===== src/rtl/vga_text_sched.sv =====
// Text-row prefetch scheduler: shares one text-RAM port between row prefetch into a
// double-buffered line store and host character writes, with display reads taking priority.
module vga_text_sched #(
    parameter int unsigned ADDR_W = 4,
    parameter int unsigned CODE_W = 8
) (
    input  logic                CLK_25,
    input  logic                RST,
    input  logic                LINE_START,
    input  logic [3:0]          ROW_SEL,
    input  logic                HOST_VALID,
    output logic                HOST_READY,
    input  logic [4+ADDR_W-1:0] HOST_ADDR,
    input  logic [CODE_W-1:0]   HOST_DATA,
    output logic [4+ADDR_W-1:0] RAM_ADDR,
    output logic                RAM_WE,
    output logic [CODE_W-1:0]   RAM_WDATA,
    input  logic [CODE_W-1:0]   RAM_RDATA,
    input  logic [ADDR_W-1:0]   CHAR_IDX,
    output logic [CODE_W-1:0]   CHAR_CODE,
    output logic                FETCH_DONE,
    output logic                OVERRUN,
    input  logic                CLR_OVR
);

    localparam int unsigned N = 2 ** ADDR_W;

    localparam logic [1:0] StIdle  = 2'd0;
    localparam logic [1:0] StFetch = 2'd1;
    localparam logic [1:0] StDrain = 2'd2;

    logic [1:0]        state_q, state_d;
    logic [ADDR_W-1:0] cnt_q, cnt_d;
    logic [3:0]        row_q, row_d;
    logic              act_sel_q, act_sel_d;
    logic              done_q, done_d;
    logic              ovr_q, ovr_d;
    logic [CODE_W-1:0] char_q;
    logic [CODE_W-1:0] buf_q [2][N];

    logic              shadow_we;
    logic [ADDR_W-1:0] shadow_idx;
    logic              shadow_sel;
    logic              host_ok;

    assign shadow_sel = ~act_sel_q;

    always_comb begin
        state_d    = state_q;
        cnt_d      = cnt_q;
        row_d      = row_q;
        act_sel_d  = act_sel_q;
        done_d     = 1'b0;
        shadow_we  = 1'b0;
        shadow_idx = cnt_q - 1'b1;
        case (state_q)
            StIdle: begin
                if (LINE_START) begin
                    row_d   = ROW_SEL;
                    cnt_d   = '0;
                    state_d = StFetch;
                end
            end
            StFetch: begin
                // Read data lags the address by one cycle, so cell cnt-1 lands now.
                shadow_we = (cnt_q != '0);
                if (cnt_q == {ADDR_W{1'b1}}) begin
                    state_d = StDrain;
                end else begin
                    cnt_d = cnt_q + 1'b1;
                end
            end
            StDrain: begin
                shadow_we  = 1'b1;
                shadow_idx = {ADDR_W{1'b1}};
                state_d    = StIdle;
                act_sel_d  = ~act_sel_q;
                done_d     = 1'b1;
            end
            default: state_d = StIdle;
        endcase

        ovr_d = ovr_q;
        if (CLR_OVR) begin
            ovr_d = 1'b0;
        end
        if (LINE_START && (state_q != StIdle)) begin
            ovr_d = 1'b1;
        end
    end

    always_ff @(posedge CLK_25) begin
        if (RST) begin
            state_q   <= StIdle;
            cnt_q     <= '0;
            row_q     <= '0;
            act_sel_q <= 1'b0;
            done_q    <= 1'b0;
            ovr_q     <= 1'b0;
            char_q    <= '0;
            for (int i = 0; i < N; i++) begin
                buf_q[0][i] <= '0;
                buf_q[1][i] <= '0;
            end
        end else begin
            state_q   <= state_d;
            cnt_q     <= cnt_d;
            row_q     <= row_d;
            act_sel_q <= act_sel_d;
            done_q    <= done_d;
            ovr_q     <= ovr_d;
            char_q    <= buf_q[act_sel_q][CHAR_IDX];
            if (shadow_we) begin
                buf_q[shadow_sel][shadow_idx] <= RAM_RDATA;
            end
        end
    end

    // Outputs are forced low combinationally so they hold their idle values throughout reset.
    always_comb begin
        host_ok    = (state_q == StIdle) && !LINE_START && !RST;
        HOST_READY = host_ok;
        RAM_WE     = host_ok && HOST_VALID;
        RAM_ADDR   = '0;
        RAM_WDATA  = '0;
        if (RAM_WE) begin
            RAM_ADDR  = HOST_ADDR;
            RAM_WDATA = HOST_DATA;
        end else if ((state_q == StFetch) && !RST) begin
            RAM_ADDR = {row_q, cnt_q};
        end
        CHAR_CODE  = RST ? '0 : char_q;
        FETCH_DONE = done_q && !RST;
        OVERRUN    = ovr_q && !RST;
    end

endmodule


===== config.mk =====
export PLATFORM = sky130hd
export DESIGN_NAME = vga_text_sched
export DESIGN_NICKNAME = d
export VERILOG_FILES = /design/src/rtl/vga_text_sched.sv
export SDC_FILE = /design/constraint.sdc
export NUM_CORES = 1
export LEC_CHECK = 0
export BUFFER_PORTS_ARGS = -buffer_cell sky130_fd_sc_hd__buf_4
export CORE_MARGIN = 5
export CORE_UTILIZATION = 60
export DETAILED_ROUTE_END_ITERATION = 12
export HOLD_SLACK_MARGIN = 0.02
export PLACE_DENSITY = 0.82
export SYNTH_ARGS = -nofsm -noshare
export SYNTH_HDL_FRONTEND = slang
export SYNTH_SLANG_ARGS = --single-unit

===== constraint.sdc =====
create_clock -name CLK_25 -period 8.2 [get_ports CLK_25]
set_clock_uncertainty 0.2 [all_clocks]
set_input_delay 0.82 -clock CLK_25 [delete_from_list [all_inputs] [get_ports CLK_25]]
set_output_delay 0.82 -clock CLK_25 [all_outputs]
set_load 0.01 [all_outputs]

Word-level counts from Yosys, hierarchy flattened
Memory sizes are Yosys's and may differ from the RTL's. A register that Yosys moved wholly into a read port is not among the register bits.
Cells that the tools add are included.
- $add $sub $neg: 2
- order comparisons: 3
- equal/unequal tests: 6
- mux-type cells: 30
- bitwise logic cells: 3
- reductions and logical operators: 19
- operator list (kind ; count):
    2-to-1 mux 128 bit ; 3
    OR reduction 128 bit ; 1
    2-to-1 mux 8 bit ; 7
    binary-select mux 8 bit (select 4 bit) ; 1
    demux 8 bit (select 4 bit) ; 1
    2-to-1 mux 4 bit ; 3
    greater-or-equal comparator 5 bit, second input constant ; 2
    2-to-1 mux 1 bit ; 10
    inverter 4 -> 5 bit ; 2
    logical AND 1 bit ; 8
    one-hot mux 4 bit (2 select lines) ; 1
    inequality test 2 bit, second input constant ; 3
    nonzero test 2 bit ; 3
    less-than comparator 5 x 1 -> 1 bit, second input constant ; 1
    adder 4 x 1 -> 4 bit, second input constant ; 1
    equality test 4 bit, second input constant ; 1
    2-to-1 mux 2 bit ; 2
    one-hot mux 2 bit (2 select lines) ; 1
    AND reduction 2 bit ; 2
    nonzero test 4 bit ; 1
    subtractor 4 x 1 -> 4 bit, second input constant ; 1
    AND reduction 3 bit ; 1
    equality test 2 x 1 -> 1 bit, second input constant ; 1
    equality test 2 bit, second input constant ; 1
    4 further kinds ; 5
- register bits: 21
- bits in writable memories: 256
- bits of input ports: 37
- output and inout port bits: 28
- logic and storage cells: 71
- memories kept: 1
- memory list (memory ; words ; bits a word ; read ports ; clocked after memory_dff ; write ports ; RTL line ; RTL):
    buf_q ; 2 ; 128 ; 1 ; 1 ; 2 ; 39 ; logic [CODE_W-1:0] buf_q [2][N];

Logic depth before layout (Yosys ltp)
- depth after elaboration: 10
- mapped depth: 9
- mapped depth without buffers: 6

Least setup slack after synthesis
No wires, ideal clock.
- path type: input to output
- start: input LINE_START
- end: output RAM_ADDR[0]
- data arrival time: 2.082 ns
- path slack: 5.098 ns
- cell stages on the path: 6
- cell sequence: clkbuf_1 > nand2b_1 > nor3b_1 > buf_2 > nand2_1 > o21ai_0
- longest elaborated chain between the ends: 5
- RTL lines (element ; RTL line ; RTL):
    start, declared ; 9 ; input logic LINE_START,
    zero test 1 bit ; 121 ; host_ok = (state_q == StIdle) && !LINE_START && !RST;
    logical AND 1 bit (2 in a row) ; 121 ;
    logical AND 1 bit ; 123 ; RAM_WE = host_ok && HOST_VALID;
    via RAM_WE ; 16 ; output logic RAM_WE,
    2-to-1 mux 8 bit ; 126 ; if (RAM_WE) begin
    end, declared ; 15 ; output logic [4+ADDR_W-1:0] RAM_ADDR,
The timed path passes the listed nets, and every way through them passes these cells.

==> flow_metrics.tcl <==
set metrics [dict create \
    final_cell_area_um2 14690 \
    coreArea_um2 21820 \
    synth_most_common_cell "edfxtp_1" \
    ys_types 44 \
    holdPathStages 2 \
    drc 0 \
    start_util_pct 60.82 \
    syn_nets 996 \
    worstReg2RegStart "cnt_q[0]$_SDFFE_PP0P_" \
    slew_viol_final 0 \
    grt_usage_pct 23.92 \
    grt_use_met1_pct 34.06 \
    post-cts-setup-buffer-count 0 \
    boundaryPins 65 \
    slew_headroom_pct 25.10 \
    synthTopCellsByCount "256 x edfxtp_1, 196 x nor3_1, 78 x clkbuf_1" \
    final_nets 993 \
    die_h_um 158.7 \
    numCtsBuffers 27 \
    yosys.area.top_type "edfxtp_1" \
    drive_above_1_share_pct 26.78 \
    hold_path_end "row_q[2]$_SDFFE_PP0P_" \
    rsz0062_at_grt "no" \
    ff2ff_setup_slack_ps 3880 \
    hold_path.class "flop to flop" \
    numPortBuffers 64 \
    grt_busiest_layer "met2" \
    clk_pin_slew_ps 60 \
    wl_per_cell_um 24.42 \
    r2r_end "buf_q[0][102]$_SDFFCE_PN0P_" \
    netlist_instances 954 \
    finalSetupTns_ps 0 \
    min_from "row_q[2]$_SDFFE_PP0P_" \
    yosysSeqAreaShare_pct 61.23 \
    clk_latency_ps 530 \
    drt_iter0_drc 1054 \
    crit_path_max_fanout 20 \
    status "finished clean" \
    nFillCells 1464 \
    max_freq_mhz 231.7 \
    vias 8329 \
    critPathLaunchType "flop" \
    finalCritPeriodShare_pct 52.63 \
    drt_wl_total_um 30550 \
    antenna_found_initial 0 \
    grt_overflow 0 \
    required_ps 8150 \
    vias_per_cell 6.658 \
    critPathKind "flop to flop" \
    place_ws_ps 3969 \
    root_buffer "clkbuf_16" \
    cp-end-kind "flop" \
    synth_area_leaders "edfxtp_1 58%, mux4_2 11%, nor3_1 7.4%" \
    synth_area_um2 13270 \
    rr_worst_depth 7 \
    cts-resized-gates 0 \
    postSynth.asyncResetShare_pct 0 \
    setup_viol 0 \
    dpl_cell_area_um2 13730 \
    n_antenna_cell 0 \
    pwr_density_cell_nw_per_um2 224.6 \
    dp_hpwl_um 17800 \
    hold_violations 0 \
    clock-sinks 278 \
    ant_nets 0 \
    cts_buffer_depth 3 \
    gr-usage-met2_pct 38.76 \
    syn2layout_area_growth_pct 10.68 \
    grt_pass1_wl_um 48030 \
    die_w_um 158.7 \
    worstMarginPinSlew_ps 1120 \
    htree_levels 1 \
    syn_avg_cell_area_um2 13.91 \
    grt_max_degree 73 \
    std_cell_rows 54 \
    first_pass_iters 7 \
    cts_tree "built" \
    grt_pass1_vias 8361 \
    ir_drop_mv 0.1124 \
    synth_seq_cells 278 \
    yosys_warnings 0 \
    p_leak_nw 4.709 \
    ys.flop_type "edfxtp_1" \
    arrival_ps 4270 \
    met3_usage_pct 4.640 \
    min_period_ps 4316 \
    hold_buffers 0 \
    synth_edf_count 256 \
    yosysTopAreaCellShare_pct 57.91 \
    fin_ws_ps 3884 \
    gp_congestion 0.7939 \
    max-cap-violations 0 \
    dieArea_um2 25200 \
]
## worst max path at each step
stage	endpoint	cells past startpoint	slack (ps)	start
3_3_place_gp	buf_q[0][1]$_SDFFCE_PN0P_	7	4280	cnt_q[0]$_SDFFE_PP0P_
5_1_grt	buf_q[0][102]$_SDFFCE_PN0P_	7	3560	cnt_q[0]$_SDFFE_PP0P_
4_1_cts	buf_q[0][100]$_SDFFCE_PN0P_	7	3930	cnt_q[0]$_SDFFE_PP0P_
2_1_floorplan	RAM_ADDR[0]	6	5100	LINE_START
6_report	buf_q[0][102]$_SDFFCE_PN0P_	7	3880	cnt_q[0]$_SDFFE_PP0P_
3_5_place_dp	buf_q[0][102]$_SDFFCE_PN0P_	7	3970	cnt_q[0]$_SDFFE_PP0P_
## critical path, stage by stage, from the launching register on
cell and delay (ps):
dfxtp_1 500, inv_1 150, ha_1 340, nor3b_1 190, o21bai_1 460, nand3_1 900, buf_4 530, o21bai_1 680
## where the power goes
group	switching [W]	total (W)	internal, W
clock	0.000519	0.00135	0.000833
combinational	0.000219	0.000333	0.000113
sequential	0.0000179	0.00161	0.00160
## area by class of cell
cell class                      instances  area, um^2  area share [%]
Inverter                               13       48.80          0.3321
Clock inverter                         15       250.2           1.703
Sequential cell                       278        8129           55.33
Timing Repair Buffer                   85       638.1           4.343
Tap cell                              280       350.3           2.385
Clock buffer                           34       711.9           4.846
Multi-Input combinational cell        546        4563           31.06
## placed cells by master, fill, tap and decap left out, types with 16 or more instances in the layout
cell,n
mux4_2,64
buf_4,85
edfxtp_1,256
a21oi_1,16
nor3_2,62
dfxtp_1,21
mux2i_1,22
nor3_1,196
o21bai_1,34
clkbuf_16,27
nand2_1,32
## flip-flops by register name, summed over array words and instances, names as in the netlist, named ones only
signal and flops:
state_q 2, act_sel_q 1, buf_q 256, done_q 1
cnt_q 4, ovr_q 1, char_q 8, row_q 4
## metal layers
metal	wire, um	part of all wire [%]
met5	0	0
met2	15000	49
met4	603	2.0
met1	11350	37
met3	3591	12
## cells by family (layout without fill, tap and decap cells)
| group | after synthesis | after routing | synth area share [%] |
|---|---|---|---|
| and+or+nand+nor | 362 | 362 | 16.34 |
| DFF | 278 | 278 | 61.23 |
| xor gates and xnor gates | 1 | 1 | 0.06599 |
| AOI/OAI and AO/OA | 89 | 89 | 4.553 |
| buffers and inverters | 130 | 147 | 4.562 |
| muxes | 89 | 89 | 12.77 |
| adders and majority gates | 5 | 5 | 0.4713 |
## stage by stage
stage / util, % / power (W) / hold WS (ps) / cells
detailed placement: 62.91 / 0.001974 / 250.2 / 1202
global route: 67.32 / 0.003403 / 290.4 / 1251
global placement: 62.91 / 0.001965 / 244.3 / 1202
floorplan: - / 0.001883 / 236.6 / 954
finish: 67.32 / 0.003299 / 256.9 / 1251
CTS: 67.32 / 0.003310 / 258.6 / 1251
Note: power is estimated with default switching activity, not from simulation.
